## src/rtl/overlapping_seq_detector_pkg.sv

```systemverilog
// Purpose : shared widths, default pattern and nibble type for the overlapping sequence detector.
// Latency : n/a (declarations only).
// Backpr. : n/a.
package overlapping_seq_pkg;

  localparam int NIBBLE_W = 4;
  localparam int HIST_W   = 3;
  // Window seen each cycle: previous nibble's last three bits plus the current nibble.
  localparam int WIN_W    = HIST_W + NIBBLE_W;

  typedef logic [NIBBLE_W-1:0] nibble_t;

  localparam nibble_t DEFAULT_PATTERN = 4'b1011;

endpackage

```

## src/rtl/overlapping_seq_detector_if.sv

```systemverilog
// Purpose : bundles the nibble stream input and the detector status outputs.
// Latency : n/a (wiring only).
// Backpr. : none; one nibble per clock.
// Ports   : data_in (stream nibble, bit 3 oldest), detected, match_vec, match_count.
//           master = stream source / status consumer, slave = detector.
interface overlapping_seq_detector_if
  import overlapping_seq_pkg::*;
#(
  parameter int COUNT_W = 8
);

  nibble_t              data_in;
  logic                 detected;
  nibble_t              match_vec;
  logic [COUNT_W-1:0]   match_count;

  modport master (
    output data_in,
    input  detected,
    input  match_vec,
    input  match_count
  );

  modport slave (
    input  data_in,
    output detected,
    output match_vec,
    output match_count
  );

endinterface

```

## src/rtl/overlapping_seq_detector_window_match.sv

```systemverilog
// Purpose : compares the pattern against every 4-bit slice of the 7-bit window.
// Latency : combinational.
// Backpr. : none.
// Ports   : window (bit 6 oldest), hist_ok (history valid), match (bit k = pattern ends at window[k]).
module seq_window_match
  import overlapping_seq_pkg::*;
#(
  parameter nibble_t PATTERN = DEFAULT_PATTERN
) (
  input  logic [WIN_W-1:0] window,
  input  logic             hist_ok,
  output nibble_t          match
);

  always_comb begin
    match = '0;
    for (int k = 0; k < NIBBLE_W; k++) begin
      // Offsets above 0 reach into history bits; after reset those are zeros
      // that never came from the stream, so they must not produce matches.
      match[k] = (window[k +: NIBBLE_W] == PATTERN) && ((k == 0) || hist_ok);
    end
  end

endmodule

```

## src/rtl/overlapping_seq_detector.sv

```systemverilog
// Purpose : flags every (overlapping, nibble-straddling) occurrence of PATTERN in a nibble stream.
// Latency : 1 cycle; outputs describe the nibble sampled at the most recent edge.
// Backpr. : none; a nibble is consumed on every rising edge.
// Ports   : clk, reset (async, active high), bus (slave: data_in in; detected, match_vec,
//           saturating match_count out).
module overlapping_seq_detector
  import overlapping_seq_pkg::*;
#(
  parameter nibble_t PATTERN = DEFAULT_PATTERN,
  parameter int      COUNT_W = 8
) (
  input  logic                          clk,
  input  logic                          reset,
  overlapping_seq_detector_if.slave     bus
);

  localparam int SUM_W = COUNT_W + 3;
  localparam logic [COUNT_W-1:0] CNT_MAX = '1;

  logic [HIST_W-1:0]  hist;
  logic               hist_ok;
  logic               detected_q;
  nibble_t            match_vec_q;
  logic [COUNT_W-1:0] count_q;

  logic [WIN_W-1:0]   window;
  nibble_t            match;
  logic [2:0]         pop;
  logic [SUM_W-1:0]   sum;
  logic [COUNT_W-1:0] count_nxt;

  assign window = {hist, bus.data_in};

  seq_window_match #(
    .PATTERN (PATTERN)
  ) u_match (
    .window  (window),
    .hist_ok (hist_ok),
    .match   (match)
  );

  always_comb begin
    pop = '0;
    for (int k = 0; k < NIBBLE_W; k++) begin
      pop = pop + {2'b00, match[k]};
    end
  end

  // Widened sum so a multi-match nibble near the top cannot wrap before clamping.
  always_comb begin
    sum       = {3'b000, count_q} + SUM_W'(pop);
    count_nxt = (sum > {3'b000, CNT_MAX}) ? CNT_MAX : sum[COUNT_W-1:0];
  end

  always_ff @(posedge clk or posedge reset) begin
    if (reset) begin
      hist        <= '0;
      hist_ok     <= 1'b0;
      detected_q  <= 1'b0;
      match_vec_q <= '0;
      count_q     <= '0;
    end else begin
      hist        <= bus.data_in[HIST_W-1:0];
      hist_ok     <= 1'b1;
      detected_q  <= |match;
      match_vec_q <= match;
      count_q     <= count_nxt;
    end
  end

  assign bus.detected    = detected_q;
  assign bus.match_vec   = match_vec_q;
  assign bus.match_count = count_q;

endmodule

```

## src/flat_wrapper.sv

```systemverilog
// flat-port wrapper written by rule: the top's interface ports become plain ports
module overlapping_seq_detector_flat import overlapping_seq_pkg::*;
#(
  parameter nibble_t PATTERN = DEFAULT_PATTERN,
  parameter int      COUNT_W = 8
)
  (clk, reset, bus_data_in, bus_detected, bus_match_vec, bus_match_count);
  overlapping_seq_detector_if #(.COUNT_W(COUNT_W)) bus_i ();
  input  logic clk;
  input  logic reset;
  input wire logic [$bits(bus_i.data_in)-1:0] bus_data_in;
  output wire logic [$bits(bus_i.detected)-1:0] bus_detected;
  output wire logic [$bits(bus_i.match_vec)-1:0] bus_match_vec;
  output wire logic [$bits(bus_i.match_count)-1:0] bus_match_count;
  assign bus_i.data_in = bus_data_in;
  assign bus_detected = bus_i.detected;
  assign bus_match_vec = bus_i.match_vec;
  assign bus_match_count = bus_i.match_count;
  overlapping_seq_detector #(.PATTERN(PATTERN), .COUNT_W(COUNT_W)) u_core (.clk(clk), .reset(reset), .bus(bus_i));
endmodule
```

## config.mk

```make
export PLATFORM = sky130hd
export DESIGN_NAME = overlapping_seq_detector_flat
export DESIGN_NICKNAME = d
export VERILOG_FILES = /design/src/rtl/overlapping_seq_detector_pkg.sv /design/src/rtl/overlapping_seq_detector_if.sv /design/src/rtl/overlapping_seq_detector_window_match.sv /design/src/rtl/overlapping_seq_detector.sv /design/src/flat_wrapper.sv
export SDC_FILE = /design/constraint.sdc
export NUM_CORES = 1
export LEC_CHECK = 0
export ABC_AREA = 1
export BUFFER_PORTS_ARGS = -buffer_cell sky130_fd_sc_hd__buf_2
export CAP_MARGIN = 15
export CORE_MARGIN = 2
export CORE_UTILIZATION = 35
export CTS_CLUSTER_DIAMETER = 80
export DETAILED_ROUTE_END_ITERATION = 6
export GPL_TIMING_DRIVEN = 0
export PLACE_DENSITY_LB_ADDON = 0.05
export SYNTH_ARGS = -nofsm -noshare
export SYNTH_HDL_FRONTEND = slang
export SYNTH_SLANG_ARGS = --single-unit
```

## constraint.sdc

```tcl
create_clock -name clk -period 2.9 [get_ports clk]
set_clock_uncertainty 0.15 [all_clocks]
set_input_delay 0.29 -clock clk [delete_from_list [all_inputs] [get_ports clk]]
set_output_delay 0.29 -clock clk [all_outputs]
set_load 0.01 [all_outputs]
```

==> out/metrics.yaml, run 1 <==
synth_fp_nets: 110
synth_cells: 96
yosysSeqAreaShare_pct: 48.85
htreeDepth: 1
synth_cell_types: 16
dieWidth_um: 53.88
place_congestion: 0.6827
grt-ovfl-total: 0
grt_pass1_vias: 638
clock_latency_ps: 290
powerDensity_nw_per_um2: 557.6
antenna_found_initial: 0
grt.busiest_layer: "met2"
syn2layout_area_growth_pct: 32.18
pre_cts_ws_ps: -59.28
drive_above_1_share_pct: 36.22
worst_setup_path_start_kind: "register"
routed_via_density: 4.427
crit_fanout: 5
clk_pin_slew_ps: 110
num_rows: 18
cp.arrival_ps: 2770
cts_buffers: 3
nNetsFinal: 142
worstSetupPathType: "reg2reg"
drc_errors: 0
required_ps: 2930
gr-usage-met3_pct: 2.500
dp_hpwl_mm: 1.181
wire_per_inst_um: 10.34
fin_crit_ps: 2736
nFillCells: 226
core_area_um2: 2410
cp-end-kind: "register"
setup_viol: 0
drt-pass1-iter-count: 4
worst_slack_ps: 163.6
ant_nets: 0
timing.final.crit_share_pct: 94.36
peakVddDrop_mv: 0.2762
io_pins: 19
finish.instance_area_um2: 1151
holdWs_ps: 164.2
cts_tree: "yes"
avgSynthCellArea_um2: 9.071
routed_wl_mm: 1.623
grt_pass1_wl_mm: 2.711
rsz0062_at_grt: "no"
leakagePower_uw: 0.0006911
drt_iter0_drc: 10
cts-root-buf: "clkbuf_4"
antenna_cells: 0
start_util_pct: 36.14
timing.slew.headroom_pct: 55.71
globalRouteMet2Util_pct: 20.93
place_area_um2: 998.5
die-area_um2: 2903
grt_max_degree: 18
cts.sinks: 17
vias: 695
max_freq_mhz: 365.4
die_h_um: 53.88
hold_class: "in2reg"
tightest_slew_ps: 663.7
status: "completed"
maxSlewViolCount: 0
track_usage_pct: 13.30
drv_cap: 0
yosysWarnings: 0
grt.met1_usage_pct: 17.45
netlist_area_um2: 870.8
clock_path_buffers: 2
port_buffers: 18
finalHoldViolCount: 0
ys_ff_latch: 17
cell usage in the layout, fill, tap and decap left out:
cell,synthesis,layout
inv_1,25,22
buf_2,0,18
dfrtp_1,17,17
nand2_1,18,15
nand3_1,12,8
ha_1,6,5
buf_4,0,5
nand4_1,4,4
nand3_2,0,4
dlygate4sd3_1,0,4
inv_2,0,3
nand2_2,2,3
nor2_1,3,3
clkbuf_4,0,3
nand2_4,0,2
nor3_2,0,1
nor2_4,1,1
nand3_4,1,1
or2_2,1,1
nand3b_1,1,1
o21ai_2,1,1
fa_1,2,1
fa_2,0,1
ha_2,0,1
clkinv_2,0,1
conb_1,1,1
routing by layer:
layer	vias up	wire length, um
li1	358	-
met1	315	824
met2	18	705
met3	4	67
met4	0	25
met5	-	0
synthesized netlist by cell type:
cell	instances	area, um^2
inv_1	25	93.84
nand3_4	1	17.52
nand3_1	12	60.06
ha_1	6	75.07
conb_1	1	3.750
nand2_1	18	67.56
o21ai_2	1	8.760
fa_1	2	40.04
nand4_1	4	25.02
dfrtp_1	17	425.4
nor3_1	1	5.000
nand2_2	2	12.51
nor2_1	3	11.26
nor2_4	1	11.26
nand3b_1	1	7.510
or2_2	1	6.260
kinds of logic after synthesis:
logic type,share of synthesized area (%)
other,0.4306
and+or+nand+nor,25.72
AOI/OAI and AO/OA,1.006
buffers and inverters,10.78
DFF,48.85
adders and majority gates,13.22
worst max-delay path, stage by stage (launching register included):
cell and delay, ps:
dfrtp_1 380, inv_2 40, nor3_2 140, nand3_1 110
ha_1 280, inv_1 40, fa_1 430, inv_1 70
ha_2 180, inv_2 40, fa_2 330, inv_2 80
nand2_4 60, nand2_4 90, nand2_1 50, nand2_1 70
nand3_2 70
flip-flops by register name, indices dropped and copies added (netlist names):
register,count
u_core.bus.detected,1
u_core.bus.match_vec,4
u_core.hist_ok,1
u_core.hist,3
u_core.bus.match_count,8
final timing paths:
check,startpoint,to,slack (ps),cells past startpoint
hold / removal,bus_data_in[0],u_core.bus.match_vec[0],160,3
min in group asynchronous,reset,u_core.bus.match_vec[3],460,3
setup / recovery,u_core.hist_ok,u_core.bus.match_count[4],160,16
setup reg to reg,u_core.hist_ok,u_core.bus.match_count[4],160,16
hold reg to reg,u_core.bus.match_count[5],u_core.bus.match_count[5],420,2
max in group asynchronous,reset,u_core.bus.match_count[1],1710,3
timing repair:
action | CTS | global route
gates resized for setup | 7 | 8
buffers inserted | 4 | 1
pin swaps | 5 | 4
endpoints found under the hold margin | 20 | 0
endpoints found under the setup margin | 8 | 8
hold buffers | 4 | 0
report_power, final:
part	internal, uW	total [uW]	switching (uW)	leakage, uW
Clock	51.3	132	80.9	0.0000177
Sequential	276	308	31.8	0.000212
Combinational	89.3	201	112	0.000461
stage by stage:
stage          TNS, ps  util [%]  cells  power (uW)
6_report             0     47.77    157       641.8
5_1_grt              0     47.77    157       695.1
4_1_cts              0     46.73    156       639.0
3_5_place_dp    -314.7     41.43    144       486.3
3_3_place_gp    -51.74     41.43    144       486.8
2_1_floorplan        0         -     96       426.3
layout make-up:
cell class / count / area (um^2) / share of cell area (%)
Tap cell: 30 / 37.54 / 3.261
Timing Repair Buffer: 27 / 167.7 / 14.57
Multi-Input combinational cell: 54 / 399.1 / 34.67
Inverter: 25 / 93.84 / 8.152
Clock buffer: 3 / 22.52 / 1.957
Clock inverter: 1 / 5.005 / 0.4348
Sequential cell: 17 / 425.4 / 36.96
Note: power is estimated with default switching activity, not from simulation.
==> run 2: changes to the inputs <==
--- a/config.mk
+++ b/config.mk
@@ -9,7 +9,7 @@
 export BUFFER_PORTS_ARGS = -buffer_cell sky130_fd_sc_hd__buf_2
 export CAP_MARGIN = 15
 export CORE_MARGIN = 2
-export CORE_UTILIZATION = 35
+export CORE_UTILIZATION = 51
 export CTS_CLUSTER_DIAMETER = 80
 export DETAILED_ROUTE_END_ITERATION = 6
 export GPL_TIMING_DRIVEN = 0
@@ -17,3 +17,4 @@
 export SYNTH_ARGS = -nofsm -noshare
 export SYNTH_HDL_FRONTEND = slang
 export SYNTH_SLANG_ARGS = --single-unit
+export TNS_END_PERCENT = 5
==> constraint.sdc (replaced) <==
create_clock -name clk -period 3 [get_ports clk]
set_clock_uncertainty 0.15 [all_clocks]
set_input_delay 0.3 -clock clk [delete_from_list [all_inputs] [get_ports clk]]
set_output_delay 0.3 -clock clk [all_outputs]
set_load 0.01 [all_outputs]
==> out/metrics.yaml, run 2 (same netlist as run 1, synthesis figures left out) <==
drv_cap: 0  # unchanged
rr_endpoint: "u_core.bus.match_count[3]"  # was u_core.bus.match_count[4]
place_area_um2: 980.9  # was 998.5 um^2
track_usage_pct: 19.31  # was 13.30%
setup_viol: 0  # unchanged
grt-ovfl-total: 0  # unchanged
status: "completed"  # unchanged
core_area_um2: 1559  # was 2410 um^2
tightest_slew_ps: 618.7  # was 663.7 ps
drt-pass1-iter-count: 4  # unchanged
required_ps: 3090  # was 2930 ps
crit_fanout: 8  # was 5
r2r_cells: 15  # was 16
worst_slack_ps: 111.8  # was 163.6 ps
routed_via_density: 4.843  # was 4.427
wl_met1_um: 746  # was 824 um
num_rows: 14  # was 18
dieWidth_um: 45.32  # was 53.88 um
peakVddDrop_mv: 0.3939  # was 0.2762 mV
cp-end-kind: "register"  # unchanged
worstSetupPathType: "in2reg"  # was reg2reg
hold_class: "in2reg"  # unchanged
dr_wl_met3_um: 43  # was 67 um
htreeDepth: 1  # unchanged
holdCritStartpoint: "bus_data_in[1]"  # was bus_data_in[0]
worst_setup_path_start_kind: "primary input"  # was register
place_inst: 130  # was 144
dp_hpwl_mm: 1.121  # was 1.181 mm
clk_pin_slew_ps: 100  # was 110 ps
start_util_pct: 55.86  # was 36.14%
top_layer_used: "met4"  # unchanged
tns_ps: 0  # unchanged
final_cell_mix: "inv_1, buf_2, dfrtp_1"  # unchanged
io_pins: 19  # unchanged
wire_per_inst_um: 11.95  # was 10.34 um
maxSlewViolCount: 0  # unchanged
layoutNonFillerInstCount: 140  # was 157
antenna_found_initial: 0  # unchanged
cts.sinks: 17  # unchanged
place_congestion: 0.7653  # was 0.6827
grt_pass1_wl_mm: 2.691  # was 2.711 mm
die-area_um2: 2054  # was 2903 um^2
cts_tree: "yes"  # unchanged
port_buffers: 18  # unchanged
grt_pass1_vias: 606  # was 638
die_h_um: 45.32  # was 53.88 um
timing.slew.headroom_pct: 58.71  # was 55.71%
vias: 678  # was 695
whs_path_depth: 3  # unchanged
nNetsFinal: 139  # was 142
ant_nets: 0  # unchanged
pre_cts_ws_ps: 76.27  # was -59.28 ps
regToRegSetupSlack_ps: 160  # about the same
min_to: "u_core.bus.match_vec[0]"  # unchanged
finalHoldViolCount: 0  # unchanged
antenna_cells: 0  # unchanged
largest_reg_flops: 8  # unchanged
drive_above_1_share_pct: 33.87  # was 36.22%
syn2layout_area_growth_pct: 28.74  # was 32.18%
nFillCells: 129  # was 226
drt_iter0_drc: 10  # unchanged
wl_met2_um: 837  # was 705 um
leakagePower_uw: 0.0006781  # was 0.0006911 uW
cts-root-buf: "clkbuf_4"  # unchanged
clock_path_buffers: 2  # unchanged
finish.instance_area_um2: 1121  # was 1151 um^2
grt_max_degree: 18  # unchanged
timing.final.crit_share_pct: 96.27
total_power_uw: 636.2  # was 641.8 uW
fin_crit_ps: 2888
final_common_cell: "inv_1"  # unchanged
max_freq_mhz: 346.2
cts_buffers: 3  # unchanged
drc_errors: 0  # unchanged
r2r-start: "u_core.hist_ok"  # unchanged
cp.arrival_ps: 2980  # was 2770 ps
powerDensity_nw_per_um2: 567.5  # was 557.6 nW/um^2
routed_wl_mm: 1.673  # was 1.623 mm
clock_latency_ps: 300  # was 290 ps
run 2: cell types whose count changed in the layout (fill, tap and decap cells not counted):
cell,previous run,this run
ha_4,0,1
buf_4,5,2
ha_2,1,0
inv_2,3,2
inv_1,22,23
run 2: final cells by class:
class | instances | area, um^2 | area share [%]
well taps | 16 | 20.02 | 1.786
flip-flops and latches | 17 | 425.4 | 37.95
inverters | 25 | 93.84 | 8.370
clock buffers | 3 | 22.52 | 2.009
repair buffers | 24 | 145.1 | 12.95
multi-input cells | 54 | 409.1 | 36.50
clock inverters | 1 | 5.005 | 0.4464
run 2: how the worst max path moves through the flow:
stage | start | end | slack, ps | depth (start not counted)
global route | bus_data_in[0] | u_core.bus.match_count[7] | -4 | 15
finish | bus_data_in[0] | u_core.bus.match_count[3] | 110 | 15
detailed placement | bus_data_in[3] | u_core.bus.match_count[7] | 80 | 15
floorplan | u_core.hist_ok | u_core.bus.match_count[4] | 370 | 16
global placement | bus_data_in[3] | u_core.bus.match_count[7] | 110 | 15
CTS | bus_data_in[0] | u_core.bus.match_count[7] | 30 | 15
run 2: per-stage QoR:
stage / util [%] / hold slack [ps]
6_report: 71.91 / 164.7
5_1_grt: 71.91 / 166.2
2_1_floorplan: - / 76.07
3_3_place_gp: 62.92 / 261.4
4_1_cts: 67.26 / 160.1
3_5_place_dp: 62.92 / 263.4
run 2: metal layers:
layer	track usage [%]	up-vias
li1	-	349
met1	24.35	311
met2	29.14	13
met3	5.200	5
met4	12.35	0
met5	0	-
run 2: what timing repair did:
item / 4_1_cts / 5_1_grt
hold buffers: 4 / 0
endpoints found under the hold margin: 20 / 0
buffers inserted: 0 / 2
endpoints found under the setup margin: 0 / 8
gates resized for setup: 0 / 15
run 2: worst max-delay path, cell delays in order:
cell	delay, ps
dlygate4sd3_1	540
buf_2	120
nand4_1	100
ha_1	300
inv_1	50
fa_1	490
inv_2	80
ha_4	130
inv_1	50
fa_2	330
inv_2	80
nand2_4	50
nand2_4	100
nand3_4	150
nand3_2	100
run 2: where the power goes:
group | total [uW] | switching [uW] | internal, uW
Sequential | 302 | 34.6 | 267
Clock | 127 | 77.1 | 49.8
Combinational | 208 | 116 | 91.8
Total | 636 | 228 | 409
